## src/rtl/burst_arb_pkg.sv

```systemverilog
// Shared types for the round-robin burst arbiter.
package burst_arb_pkg;

    localparam int STATE_W = 2;

    typedef enum logic [STATE_W-1:0] {
        IDLE = 2'd0,
        RUN  = 2'd1,
        LAST = 2'd2
    } state_t;

endpackage

```

## src/rtl/rr_pick.sv

```systemverilog
// Round-robin picker: first set request at or after ptr, wrapping mod N.
module rr_pick #(
    parameter int N   = 4,
    parameter int IDW = $clog2(N)
) (
    input  logic [N-1:0]   req,
    input  logic [IDW-1:0] ptr,
    output logic           any,
    output logic [IDW-1:0] idx
);

    logic [2*N-1:0] dbl;
    logic [2*N-1:0] shifted;
    logic [N-1:0]   rot;
    logic [IDW-1:0] off;
    logic [IDW:0]   sum;

    // Rotate so that bit 0 of rot corresponds to requester ptr.
    always_comb begin
        dbl     = {req, req};
        shifted = dbl >> ptr;
        rot     = shifted[N-1:0];
        off     = '0;
        for (int i = N - 1; i >= 0; i--) begin
            if (rot[i]) off = IDW'(i);
        end
        sum = {1'b0, ptr} + {1'b0, off};
        if (sum >= (IDW+1)'(N)) sum = sum - (IDW+1)'(N);
        any = |req;
        idx = sum[IDW-1:0];
    end

endmodule

```

## src/rtl/burst_arb.sv

```systemverilog
// Round-robin burst scheduler sharing one burst resource among N requesters.
// state | meaning
// IDLE  | no grant, arbitrating among current requests
// RUN   | one requester granted, run length counting
// LAST  | burst ended, one dead cycle before re-arbitration
module burst_arb
    import burst_arb_pkg::*;
#(
    parameter int N         = 4,
    parameter int MAX_BURST = 16,
    parameter int IDW       = $clog2(N),
    parameter int CW        = $clog2(MAX_BURST + 1)
) (
    input  logic           clk,
    input  logic           rst,
    input  logic [N-1:0]   req,
    output logic [N-1:0]   gnt,
    output logic [IDW-1:0] gnt_id,
    output logic           busy,
    output logic           start,
    output logic           last,
    output logic           trunc,
    output logic [CW-1:0]  burst_len
);

    state_t         state, state_n;
    logic [IDW-1:0] ptr, ptr_n;
    logic [CW-1:0]  run_cnt, run_cnt_n;
    logic [N-1:0]   gnt_n;
    logic [IDW-1:0] gnt_id_n;
    logic           busy_n, start_n, last_n, trunc_n;
    logic [CW-1:0]  burst_len_n;

    logic           pick_any;
    logic [IDW-1:0] pick_idx;

    rr_pick #(.N(N), .IDW(IDW)) u_pick (
        .req (req),
        .ptr (ptr),
        .any (pick_any),
        .idx (pick_idx)
    );

    always_ff @(posedge clk) begin
        if (rst) begin
            state     <= IDLE;
            ptr       <= '0;
            run_cnt   <= '0;
            gnt       <= '0;
            gnt_id    <= '0;
            busy      <= 1'b0;
            start     <= 1'b0;
            last      <= 1'b0;
            trunc     <= 1'b0;
            burst_len <= '0;
        end else begin
            state     <= state_n;
            ptr       <= ptr_n;
            run_cnt   <= run_cnt_n;
            gnt       <= gnt_n;
            gnt_id    <= gnt_id_n;
            busy      <= busy_n;
            start     <= start_n;
            last      <= last_n;
            trunc     <= trunc_n;
            burst_len <= burst_len_n;
        end
    end

    // Outputs are computed for the state being entered, then registered.
    always_comb begin
        state_n     = state;
        ptr_n       = ptr;
        run_cnt_n   = run_cnt;
        gnt_n       = gnt;
        gnt_id_n    = gnt_id;
        busy_n      = busy;
        start_n     = 1'b0;
        last_n      = 1'b0;
        trunc_n     = 1'b0;
        burst_len_n = burst_len;
        case (state)
            IDLE: begin
                if (pick_any) begin
                    state_n   = RUN;
                    gnt_n     = {{(N-1){1'b0}}, 1'b1} << pick_idx;
                    gnt_id_n  = pick_idx;
                    busy_n    = 1'b1;
                    start_n   = 1'b1;
                    run_cnt_n = CW'(1);
                end
            end
            RUN: begin
                if (req[gnt_id] && (run_cnt < CW'(MAX_BURST))) begin
                    run_cnt_n = run_cnt + CW'(1);
                end else begin
                    state_n     = LAST;
                    gnt_n       = '0;
                    busy_n      = 1'b0;
                    last_n      = 1'b1;
                    trunc_n     = req[gnt_id];
                    burst_len_n = run_cnt;
                    ptr_n       = (gnt_id == IDW'(N - 1)) ? '0 : gnt_id + IDW'(1);
                end
            end
            LAST: begin
                state_n = IDLE;
            end
            default: begin
                state_n = IDLE;
                gnt_n   = '0;
                busy_n  = 1'b0;
            end
        endcase
    end

endmodule

```

## config.mk

```make
export PLATFORM = sky130hd
export DESIGN_NAME = burst_arb
export DESIGN_NICKNAME = d
export VERILOG_FILES = /design/src/rtl/burst_arb_pkg.sv /design/src/rtl/rr_pick.sv /design/src/rtl/burst_arb.sv
export SDC_FILE = /design/constraint.sdc
export NUM_CORES = 1
export LEC_CHECK = 0
export BUFFER_PORTS_ARGS = -buffer_cell sky130_fd_sc_hd__buf_2
export CAP_MARGIN = 20
export CORE_MARGIN = 4
export CORE_UTILIZATION = 40
export DETAILED_ROUTE_END_ITERATION = 16
export PLACE_DENSITY_LB_ADDON = 0.05
export SLEW_MARGIN = 15
export SYNTH_ARGS = -nofsm -noshare
export SYNTH_HDL_FRONTEND = slang
export SYNTH_SLANG_ARGS = --single-unit
```

## constraint.sdc

```tcl
create_clock -name clk -period 2.2 [get_ports clk]
set_clock_uncertainty 0.05 [all_clocks]
set_input_delay 0.44 -clock clk [delete_from_list [all_inputs] [get_ports clk]]
set_output_delay 0.44 -clock clk [all_outputs]
set_load 0.05 [all_outputs]
```

==> results of run 1 <==
-- path summary, 6_finish.rpt --
check	start	to	slack, ns	depth (start not counted)
worst min-delay path	gnt[2]	gnt[2]	0.42	1
worst min register to register	gnt[2]	gnt[2]	0.42	1
worst max-delay path	ptr[0]	gnt[1]	0.28	9
worst max register to register	ptr[0]	gnt[1]	0.28	9
-- power by group through the flow --
stage / clock network, mW / logic, mW / registers [mW]
final: 0.231 / 0.388 / 0.517
after floorplan: 0 / 0.208 / 0.622
after global routing: 0.259 / 0.427 / 0.526
after global placement: 0 / 0.386 / 0.526
after CTS: 0.241 / 0.391 / 0.518
after detailed placement: 0 / 0.388 / 0.528
-- logic make-up after synthesis --
logic type / after synthesis / share of synthesized area [%]
muxes: 7 / 7.33
xor gates and xnor gates: 4 / 3.11
DFF: 24 / 42.6
AOI/OAI and AO/OA: 22 / 15.3
adders and majority gates: 3 / 3.33
and+or+nand+nor: 49 / 21.8
buffers and inverters: 9 / 6.55
-- cell usage in the layout, fill, tap and decap left out, types with 2 or more instances in the layout --
cell type | synthesis | layout
nor2b_1 | 2 | 2
nor2_1 | 22 | 22
o2bb2ai_1 | 2 | 2
o32ai_1 | 2 | 2
o21ai_0 | 2 | 2
nand2_1 | 4 | 4
xnor2_1 | 2 | 2
a21oi_1 | 4 | 4
inv_1 | 2 | 2
ha_1 | 3 | 3
xor2_1 | 2 | 2
a211oi_1 | 2 | 2
dfxtp_1 | 24 | 23
clkbuf_4 | 0 | 3
buf_4 | 0 | 5
a32oi_1 | 2 | 2
buf_2 | 1 | 20
nor3_1 | 7 | 7
nand2b_1 | 3 | 3
mux2i_1 | 6 | 6
-- per-stage QoR --
stage	hold slack, ns	worst slack (ns)	std cells
2_1_floorplan	0.403	0.121	118
3_3_place_gp	0.395	0.0862	166
3_5_place_dp	0.396	0.0868	166
4_1_cts	0.429	0.220	170
5_1_grt	0.442	0.107	170
6_report	0.422	0.275	170
-- critical path: stages (launching register included) --
cell	delay, ns
dfxtp_2	0.38
buf_4	0.16
nor4_1	0.29
a21oi_1	0.06
o21ai_0	0.09
ha_1	0.19
xnor2_1	0.13
xnor2_1	0.08
buf_4	0.16
a32o_1	0.25
-- flip-flops by register name, indices dropped and copies added, names as in the netlist, 2 cells and up --
name	count
burst_len	5
state	2
ptr	2
gnt	4
gnt_id	2
run_cnt	5
-- area by class of cell --
| class | instances | share of cell area, % |
|---|---|---|
| Multi-Input combinational cell | 85 | 45.0 |
| Tap cell | 30 | 2.95 |
| Timing Repair Buffer | 25 | 10.8 |
| Clock buffer | 4 | 2.85 |
| Inverter | 2 | 0.589 |
| Sequential cell | 24 | 37.8 |
-- Yosys cell counts --
cell | number | area, sq um
a211oi_1 | 2 | 15.0
a211oi_2 | 1 | 12.5
a21oi_1 | 4 | 20.0
a221oi_1 | 1 | 8.76
a22o_1 | 1 | 8.76
a32o_1 | 1 | 10.0
a32oi_1 | 2 | 17.5
a41oi_1 | 1 | 8.76
and2_1 | 1 | 6.26
and2_4 | 1 | 8.76
and2b_1 | 1 | 7.51
and2b_4 | 1 | 10.0
and3b_1 | 1 | 8.76
buf_12 | 1 | 20.0
buf_2 | 1 | 5.00
buf_6 | 3 | 33.8
clkbuf_1 | 2 | 7.51
dfxtp_1 | 24 | 480
ha_1 | 3 | 37.5
inv_1 | 2 | 7.51
mux2i_1 | 6 | 60.1
mux4_2 | 1 | 22.5
nand2_1 | 4 | 15.0
nand2b_1 | 3 | 18.8
nand2b_2 | 1 | 8.76
nand3_1 | 1 | 5.00
nand3b_1 | 1 | 7.51
nand4_1 | 1 | 6.26
nor2_1 | 22 | 82.6
nor2b_1 | 2 | 12.5
nor3_1 | 7 | 35.0
nor4_1 | 1 | 6.26
o21a_1 | 1 | 7.51
o21ai_0 | 2 | 10.0
o22a_1 | 1 | 8.76
o2bb2ai_1 | 2 | 17.5
o311a_1 | 1 | 10.0
o32ai_1 | 2 | 17.5
or3_1 | 1 | 6.26
xnor2_1 | 2 | 17.5
xor2_1 | 2 | 17.5
-- timing repair --
item,4_1_cts,5_1_grt
setup buffers,0,0
setup endpoints to repair,0,1
resized for setup,0,1
endpoints found under the hold margin,0,0
-- layer usage --
metal | up-vias | part of all wire, % | GRT usage (%)
met5 | - | 0 | 0
met4 | 0 | 0.94 | 3.72
met3 | 2 | 4.2 | 4.40
met2 | 16 | 43 | 19.3
met1 | 409 | 52 | 20.5
li1 | 465 | - | -
==> implementation parameters, run 1 <==
Parameter                              Value

Route
  Average wire per standard cell ... 13.1 microns
  Routed vias/inst ... 5.25
  Number of nets with antenna violations after routing ... 0
  1st-pass router iterations ... 4
  Total detailed-routing wirelength ... 2230 microns
  DRC errors left ... 0
  Total number of vias ... 892
  Detailed router's first-iteration violation count ... 22

Yosys
  Warnings from Yosys ... 0
  Number of unique standard cell types used by synthesis ... 41
  Syn nets ... 127
  Cell area after technology mapping ... 1130 sq um
  Number of instances in the synthesized netlist ... 118
  Fraction of the yosys area taken by sequential cells ... 42.6%
  Synthesized area per cell ... 9.55 sq um
  Flops & latches, synth ... 24

CTS
  CTS Buf Count ... 3
  CTS tree ... done
  Count of hold buffers inserted by post-cts repair ... 0
  Clk Latency, worst-skew pair ... 0.31 ns
  CTS clk-pin slew, worst paths ... 0.13 ns
  Clock Tree Root ... clkbuf_4
  CTS H-Tree Depth ... 1
  Num Clock Sinks ... 24
  Largest buffer count on any clock path ... 2

Floorplanning
  Core Area ... 2590 sq um
  Count of boundary I/O pins ... 21
  Die Span X ... 61.1 microns
  Die boundary height ... 61.1 microns
  Total number of placement rows ... 18
  Die area ... 3730 sq um
  Initial core utilization ... 43.5%

Timing
  Shortest clock period the worst path allows after layout ... 1.92 ns
  Achievable frequency ... 520 MHz
  RSZ-0062 raised after global routing ... no
  Actual transition at the worst max-transition pin ... 0.388 ns
  Final hold violation count ... 0
  Count of final max-slew check failures ... 0
  Share of the clock period used by the worst path after layout ... 87.5%
  Final setup violation count ... 0
  Worst max-slew margin expressed relative to the limit ... 74.1%
  Final total negative setup slack ... 0 ns

Power
  Overall power after layout ... 1.14 mW
  Share of power burned in registers ... 45.5%
  Maximum vdd drop ... 558 uV
  Psw ... 0.417 mW
  Switching part of the total ... 36.7%
  Fraction of power consumed by the clock network ... 20.3%
  Leakage power ... 0.535 nW
  Power density of the placed cells ... 893 nW/um^2
  Fraction of power consumed by combinational cells ... 34.2%
  Power Internal ... 0.720 mW

Layout
  Antenna Cells ... 0
  Final #Nets ... 150
  FILL cells ... 262
  Area taken by multi-input logic gates ... 573 sq um
  Area of all placed cells without fillers ... 1270 sq um
  Share of post-route cells with drive strength above 1 ... 25.0%
  Area used by sequential logic in the layout ... 482 sq um
  Util after Layout ... 49.2%
  Synth-to-layout area growth ... 13.0%

Setup path
  Endpoint class of the critical path ... flip-flop
  Startpoint class of the critical path ... flip-flop
  Critical Path RT ... 2.37 ns
  Maximum fanout encountered on the critical timing path ... 9
  Arrival time at the worst endpoint ... 2.09 ns
  Type of the setup path with the least slack ... reg2reg

GRT
  First-pass GRT wire length ... 3810 microns
  Vias in the first global route ... 820
  Pin count of the biggest net entering global routing ... 24
  Total overflow reported by the global router ... 0
  Global router's overall resource usage ... 13.9%
  Antenna violations before repair ... 0

Flow run
  Maxcap violations ... 0

Min path
  Worst Hold Class ... reg2reg

Placed design
  Placement Cell Area ... 1240 sq um
  Routability congestion estimate from global placement ... 0.763
  Detailed placer's ending HPWL ... 1620 microns
  PortBufs ... 20

Status
  Outcome ... complete, no violations
(Power assumes the default switching activity.)
==> run 2: changes to the inputs <==
--- a/config.mk
+++ b/config.mk
@@ -10,7 +10,9 @@
 export CORE_MARGIN = 4
 export CORE_UTILIZATION = 40
 export DETAILED_ROUTE_END_ITERATION = 16
+export MAX_ROUTING_LAYER = met4
 export PLACE_DENSITY_LB_ADDON = 0.05
+export REMOVE_ABC_BUFFERS = 1
 export SLEW_MARGIN = 15
 export SYNTH_ARGS = -nofsm -noshare
 export SYNTH_HDL_FRONTEND = slang
==> implementation parameters, run 2 (synthesized netlist as in run 1, its figures left out) <==
Parameter                              Value

CTS
  CTS tree ... done
  Setup fix buffers added after clock tree synthesis ... 0 (unchanged)
  CTS Buf Count ... 3 (unchanged)
  Largest buffer count on any clock path ... 2 (unchanged)
  Num Clock Sinks ... 24 (unchanged)
  CTS H-Tree Depth ... 1 (unchanged)
  CTS clk-pin slew, worst paths ... 0.13 ns (about the same)
  Clock Tree Root ... clkbuf_4
  Clk Latency, worst-skew pair ... 0.31 ns (about the same)

GRT
  Global router's overall resource usage ... 13.5% (-0.36 points)
  Vias in the first global route ... 823 (+0.37%)
  First-pass GRT wire length ... 3700 microns (-2.9%)
  Pin count of the biggest net entering global routing ... 24 (unchanged)
  Total overflow reported by the global router ... 0 (unchanged)
  Antenna violations before repair ... 0 (unchanged)

Layout
  Commonest non-fill, non-tap cell in the layout ... dfxtp_1
  Largest registers in the final layout ... burst_len: 5 flops, run_cnt: 5 flops, gnt: 4 flops
  Share of post-route cells with drive strength above 1 ... 23.9% (-1.1 points)
  Synth-to-layout area growth ... 12.2%
  Util after Layout ... 48.8% (-0.34 points)
  Area taken by multi-input logic gates ... 581 sq um (+1.3%)
  FILL cells ... 253 (-3.4%)
  Antenna Cells ... 0 (unchanged)
  Area used by sequential logic in the layout ... 480 sq um (-0.26%)
  Final #Nets ... 148 (-1.3%)
  Top library cells by usage in the layout, fill and taps aside ... dfxtp_1, nor2_1, buf_2

Route
  DRC errors left ... 0 (unchanged)
  Routed vias/inst ... 5.30 (+1.1%)
  Average wire per standard cell ... 12.9 microns (-1.9%)
  1st-pass router iterations ... 4 (unchanged)
  Total number of vias ... 891 (-0.11%)
  Detailed router's first-iteration violation count ... 49 (+120%)
  Total detailed-routing wirelength ... 2160 microns (-3.0%)
  Number of nets with antenna violations after routing ... 0 (unchanged)

Timing
  Actual transition at the worst max-transition pin ... 0.403 ns (+0.0143 ns)
  Final total negative setup slack ... 0 ns (unchanged)
  Worst max-slew margin expressed relative to the limit ... 73.2% (-0.95 points)
  RSZ-0062 raised after global routing ... no
  Final setup violation count ... 0 (unchanged)
  Count of final max-slew check failures ... 0 (unchanged)
  Shortest clock period the worst path allows after layout ... 2.01 ns (+0.0865 ns)
  Achievable frequency ... 497 MHz (-4.3%)
  Final hold violation count ... 0 (unchanged)
  Share of the clock period used by the worst path after layout ... 91.4% (+3.9 points)

Floorplanning
  Die boundary height ... 61.1 microns (unchanged)
  Die Span X ... 61.1 microns (unchanged)
  Count of boundary I/O pins ... 21 (unchanged)
  Total number of placement rows ... 18 (unchanged)
  Die area ... 3730 sq um (unchanged)
  Initial core utilization ... 43.5% (unchanged)
  Core Area ... 2590 sq um (unchanged)

Power
  Power Internal ... 0.714 mW (-0.83%)
  Leakage power ... 0.531 nW (-0.85%)
  Fraction of power consumed by combinational cells ... 33.8% (-0.4 points)
  Psw ... 0.408 mW (-2.2%)
  Share of power burned in registers ... 46.1% (+0.6 points)
  Fraction of power consumed by the clock network ... 20.1% (-0.2 points)
  Power density of the placed cells ... 887 nW/um^2 (-0.65%)
  Maximum vdd drop ... 465 uV (-17%)
  Switching part of the total ... 36.3% (-0.33 points)
  Overall power after layout ... 1.12 mW (-1.3%)

Setup path
  Critical Path RT ... 2.36 ns (about the same)
  Worst setup path startpoint ... ptr[0]
  Type of the setup path with the least slack ... reg2reg
  Flop2flop setup slack ... 0.19 ns (-0.09 ns)
  R2r startpoint ... ptr[0]
  Critical R2R Capture ... gnt[1]
  Capturing element of the worst setup path ... gnt[1]
  R2r worst-path depth ... 7 (-2)
  Maximum fanout encountered on the critical timing path ... 9 (unchanged)
  Startpoint class of the critical path ... flip-flop
  Endpoint class of the critical path ... flip-flop
  Arrival time at the worst endpoint ... 2.17 ns (+0.08 ns)

Status
  Outcome ... complete, no violations

Min path
  Worst Hold Class ... reg2reg

Flow run
  Maxcap violations ... 0 (unchanged)

Placed design
  Routability congestion estimate from global placement ... 0.727 (-4.7%)
  Detailed placer's ending HPWL ... 1540 microns (-5.0%)
  PortBufs ... 20 (unchanged)
-- run 2: cell types whose count changed in the layout (fill, tap and decap cells not counted) --
cell	change
buf_4	-2
dfxtp_1	+1
dfxtp_2	-1
xnor2_1	-1
xnor2_2	+1
-- run 2: per-stage QoR --
step                      std cells  hold slack [ns]  setup WS, ns  cell area (sq um)
final                           168            0.423         0.189               1260
after global routing            168            0.459        0.0309               1260
after CTS                       168            0.429         0.158               1260
after detailed placement        164            0.399        0.0510               1220
after global placement          164            0.399         0.111               1220
after floorplan                 111            0.396         0.168               1060
-- run 2: per-layer routing --
metal	global-route usage (%)	share of wire, %	vias up	wire length (microns)
met3	3.14	5.9	2	127
met2	19.0	39	20	852
li1	-	-	464	-
met4	4.64	0.69	0	15
met1	18.9	54	405	1170
met5	-	0	-	0
-- run 2: timing repair --
item | in CTS | in global routing
hold buffers | 0 | 0
setup endpoints to repair | 0 | 5
gates resized for setup | 0 | 1
-- run 2: power by group through the flow --
stage / registers, mW / clock network, mW / logic, mW
global placement: 0.527 / 0 / 0.374
floorplan: 0.627 / 0 / 0.171
CTS: 0.517 / 0.237 / 0.378
global route: 0.523 / 0.256 / 0.419
finish: 0.517 / 0.226 / 0.379
detailed placement: 0.527 / 0 / 0.376
-- run 2: critical path: stages (launching register included) --
cell and delay (ns):
dfxtp_1 0.51, nor2_1 0.09, a221oi_1 0.29, o21ai_0 0.12
ha_1 0.20, xnor2_1 0.22, xnor2_2 0.15, a32o_1 0.28
-- run 2: cell type report --
type	instances	share of cell area, %
timing repair buffer	23	9.69
tap	30	2.97
clock buffer	4	2.87
inverter	2	0.593
sequential	24	38.0
multi-input combinational	85	45.9
-- run 2: worst min path at each step --
stage                          start      endpoint  slack (ns)  depth (start not counted)
after floorplan           run_cnt[4]  burst_len[4]        0.40                          2
after global placement        gnt[1]        gnt[1]        0.40                          1
after detailed placement      gnt[2]        gnt[2]        0.40                          1
after CTS                     gnt[1]        gnt[1]        0.43                          1
after global routing          gnt[2]        gnt[2]        0.46                          1
final                         gnt[1]        gnt[1]        0.42                          1
==> run 3: changes to the inputs <==
--- a/config.mk
+++ b/config.mk
@@ -5,6 +5,7 @@
 export SDC_FILE = /design/constraint.sdc
 export NUM_CORES = 1
 export LEC_CHECK = 0
+export ABC_AREA = 1
 export BUFFER_PORTS_ARGS = -buffer_cell sky130_fd_sc_hd__buf_2
 export CAP_MARGIN = 20
 export CORE_MARGIN = 4
==> implementation parameters, run 3 <==
Parameter                              Value

CTS
  Num Clock Sinks ... 24 (unchanged)
  Setup fix buffers added after clock tree synthesis ... 0 (unchanged)
  CTS H-Tree Depth ... 1 (unchanged)
  Largest buffer count on any clock path ... 2 (unchanged)
  Resized cells post-CTS ... 0 (unchanged)
  CTS tree ... done
  Clk Latency, worst-skew pair ... 0.32 ns (about the same)
  Count of hold buffers inserted by post-cts repair ... 0 (unchanged)
  Clock Tree Root ... clkbuf_4
  CTS Buf Count ... 3 (unchanged)
  CTS clk-pin slew, worst paths ... 0.13 ns (about the same)

Layout
  Largest registers in the final layout ... burst_len: 5 flops, run_cnt: 5 flops, gnt: 4 flops
  Antenna Cells ... 0 (unchanged)
  Share of post-route cells with drive strength above 1 ... 26.4% (+2.5 points)
  Area of all placed cells without fillers ... 1310 sq um (+3.3%)
  Area taken by multi-input logic gates ... 587 sq um (+1.1%)
  FILL cells ... 275 (+8.7%)
  Top library cells by usage in the layout, fill and taps aside ... nand2_1, dfxtp_1, nand3_1
  Area used by sequential logic in the layout ... 480 sq um (unchanged)
  Number of non-filler instances in the completed layout ... 209 (+24%)
  Final #Nets ... 188 (+27%)
  Commonest non-fill, non-tap cell in the layout ... nand2_1
  Synth-to-layout area growth ... 14.6%

Setup path
  Type of the setup path with the least slack ... reg2reg
  Critical R2R Capture ... gnt[2]
  Critical Path RT ... 2.37 ns (about the same)
  Endpoint class of the critical path ... flip-flop
  R2r startpoint ... ptr[0]
  Arrival time at the worst endpoint ... 2.12 ns (-0.05 ns)
  Maximum fanout encountered on the critical timing path ... 6 (-3)
  Worst setup path startpoint ... ptr[0]
  Flop2flop setup slack ... 0.25 ns (+0.06 ns)
  Startpoint class of the critical path ... flip-flop
  R2r worst-path depth ... 13 (+6)

Yosys
  Top cells by count, synth ... nand2_1, dfxtp_1, nand3_1
  Cell type with the highest aggregate area in the netlist ... dfxtp_1
  EDFF count, synth ... 0 (unchanged)
  Most frequent cell after synthesis ... nand2_1
  Cell area after technology mapping ... 1140 sq um (+1.1%)
  Synth top area cells ... dfxtp_1, nand2_1, nand3_1
  Number of unique standard cell types used by synthesis ... 22 (-46%)
  Leading register cell type out of synthesis ... dfxtp_1
  FFs w/ async S/R, synth ... 0% (unchanged)
  Synthesized area per cell ... 7.35 sq um (-23%)
  Fraction of the yosys area taken by sequential cells ... 42.2% (-0.47 points)
  Area share of the largest cell type after synthesis ... 42.2% (-0.47 points)
  Flops & latches, synth ... 24 (unchanged)
  Number of instances in the synthesized netlist ... 155 (+31%)
  Warnings from Yosys ... 0 (unchanged)

Power
  Switching part of the total ... 47.9% (+12 points)
  Power density of the placed cells ... 1220 nW/um^2 (+37%)
  Share of power burned in registers ... 37.2% (-8.9 points)
  Psw ... 0.761 mW (+87%)
  Fraction of power consumed by combinational cells ... 48.2% (+14 points)
  Power Internal ... 0.827 mW (+16%)
  Fraction of power consumed by the clock network ... 14.6% (-5.5 points)
  Leakage power ... 0.631 nW (+19%)
  Maximum vdd drop ... 627 uV (+35%)

Min path
  Worst Hold Class ... in2reg
  Hold Crit Start ... rst
  Worst hold stages ... 2 (+1)
  Hold worst-path end ... gnt[2]

GRT
  Total overflow reported by the global router ... 0 (unchanged)
  Vias in the first global route ... 954 (+16%)
  Global router's overall resource usage ... 15.1% (+1.6 points)
  Antenna violations before repair ... 0 (unchanged)
  First-pass GRT wire length ... 4060 microns (+9.9%)
  Pin count of the biggest net entering global routing ... 14 (-42%)

Timing
  Actual transition at the worst max-transition pin ... 0.338 ns (-0.0649 ns)
  Final total negative setup slack ... 0 ns (unchanged)
  Min Hold Slack ... 0.393 ns (-0.0303 ns)
  Worst max-slew margin expressed relative to the limit ... 77.5% (+4.3 points)
  RSZ-0062 raised after global routing ... no
  Final setup violation count ... 0 (unchanged)
  Count of final max-slew check failures ... 0 (unchanged)
  Share of the clock period used by the worst path after layout ... 88.8% (-2.6 points)
  Final hold violation count ... 0 (unchanged)
  Shortest clock period the worst path allows after layout ... 1.95 ns (-0.0566 ns)
  Final setup margin ... 0.245 ns (+0.0566 ns)
  Achievable frequency ... 512 MHz (+2.9%)

Floorplanning
  Count of boundary I/O pins ... 21 (unchanged)
  Die area ... 3770 sq um (+0.97%)
  Die Span X ... 61.4 microns (+0.48%)
  Die boundary height ... 61.4 microns (+0.48%)
  Total number of placement rows ... 19 (+1)
  Initial core utilization ... 41.7% (-1.8 points)
  Core Area ... 2730 sq um (+5.6%)

Placed design
  Placement Cell Area ... 1270 sq um (+4.0%)
  Placed instance count ... 205 (+25%)
  Setup slack after placement ... 0.212 ns (+0.161 ns)
  Detailed placer's ending HPWL ... 1870 microns (+22%)
  PortBufs ... 20 (unchanged)
  Routability congestion estimate from global placement ... 0.809 (+11%)

Route
  Total detailed-routing wirelength ... 2400 microns (+11%)
  Average wire per standard cell ... 11.5 microns (-11%)
  Number of nets with antenna violations after routing ... 0 (unchanged)
  1st-pass router iterations ... 4 (unchanged)
  DRC errors left ... 0 (unchanged)
  Routed vias/inst ... 4.89 (-7.7%)
  Detailed router's first-iteration violation count ... 93 (+90%)
  Total number of vias ... 1023 (+15%)

Flow run
  Maxcap violations ... 0 (unchanged)

Status
  Outcome ... complete, no violations
-- run 3: cell count changes in the layout (fill, tap and decap cells not counted), sizes merged, moves of 3 or more --
cell,delta
nor2,-5
mux2i,-6
a21oi,+9
nand2b,-4
nand2,+39
o21ai,+6
nand3,+21
inv,+14
buf,-3
nor3,-7
-- run 3: cells by family after synthesis --
| family | synth area share, % |
|---|---|
| xor+xnor | 2.96 |
| simple gates | 34.0 |
| fa+ha+maj | 3.29 |
| buf+inv | 6.37 |
| compound gates | 11.2 |
| flops | 42.2 |
-- run 3: layer usage --
metal / track usage [%] / part of all wire (%) / routed length, microns
met5: - / 0 / 0
met4: 5.15 / 1.6 / 38
met3: 4.61 / 4.9 / 118
met2: 22.1 / 40 / 958
met1: 19.9 / 54 / 1290
-- run 3: final cells by class --
cell class / count / area share (%)
repair buffers: 20 / 7.66
well taps: 31 / 2.97
inverters: 17 / 4.89
multi-input cells: 113 / 44.9
clock buffers: 4 / 2.78
flip-flops and latches: 24 / 36.8
-- run 3: worst max path at each step --
stage               cells after the start  endpoint  slack, ns
global placement                       13    gnt[3]       0.24
CTS                                    13    gnt[2]       0.26
global route                           13    gnt[3]       0.04
floorplan                              13    gnt[2]       0.45
detailed placement                     13    gnt[2]       0.21
finish                                 13    gnt[2]       0.25
-- run 3: worst max-delay path, cell delays in order (launching register included) --
cell	delay [ns]
dfxtp_1	0.47
inv_2	0.10
nand2_1	0.08
nand3_1	0.06
nand2_1	0.11
nand3_1	0.07
a21boi_0	0.16
ha_1	0.21
xor2_2	0.18
inv_1	0.07
nand3_2	0.09
nand2_2	0.07
nand2_1	0.07
a21oi_2	0.05
-- run 3: metrics by stage --
step	util [%]	power, mW
after floorplan	-	1.20
after detailed placement	46.5	1.37
after global routing	47.8	1.72
after CTS	47.8	1.61
final	47.8	1.59
after global placement	46.5	1.36
-- run 3: power by group through the flow --
stage / combinational, mW / sequential (mW) / clock, mW
after floorplan: 0.395 / 0.808 / 0
after global placement: 0.760 / 0.598 / 0
after detailed placement: 0.770 / 0.602 / 0
after CTS: 0.773 / 0.592 / 0.244
after global routing: 0.853 / 0.604 / 0.262
final: 0.766 / 0.592 / 0.231
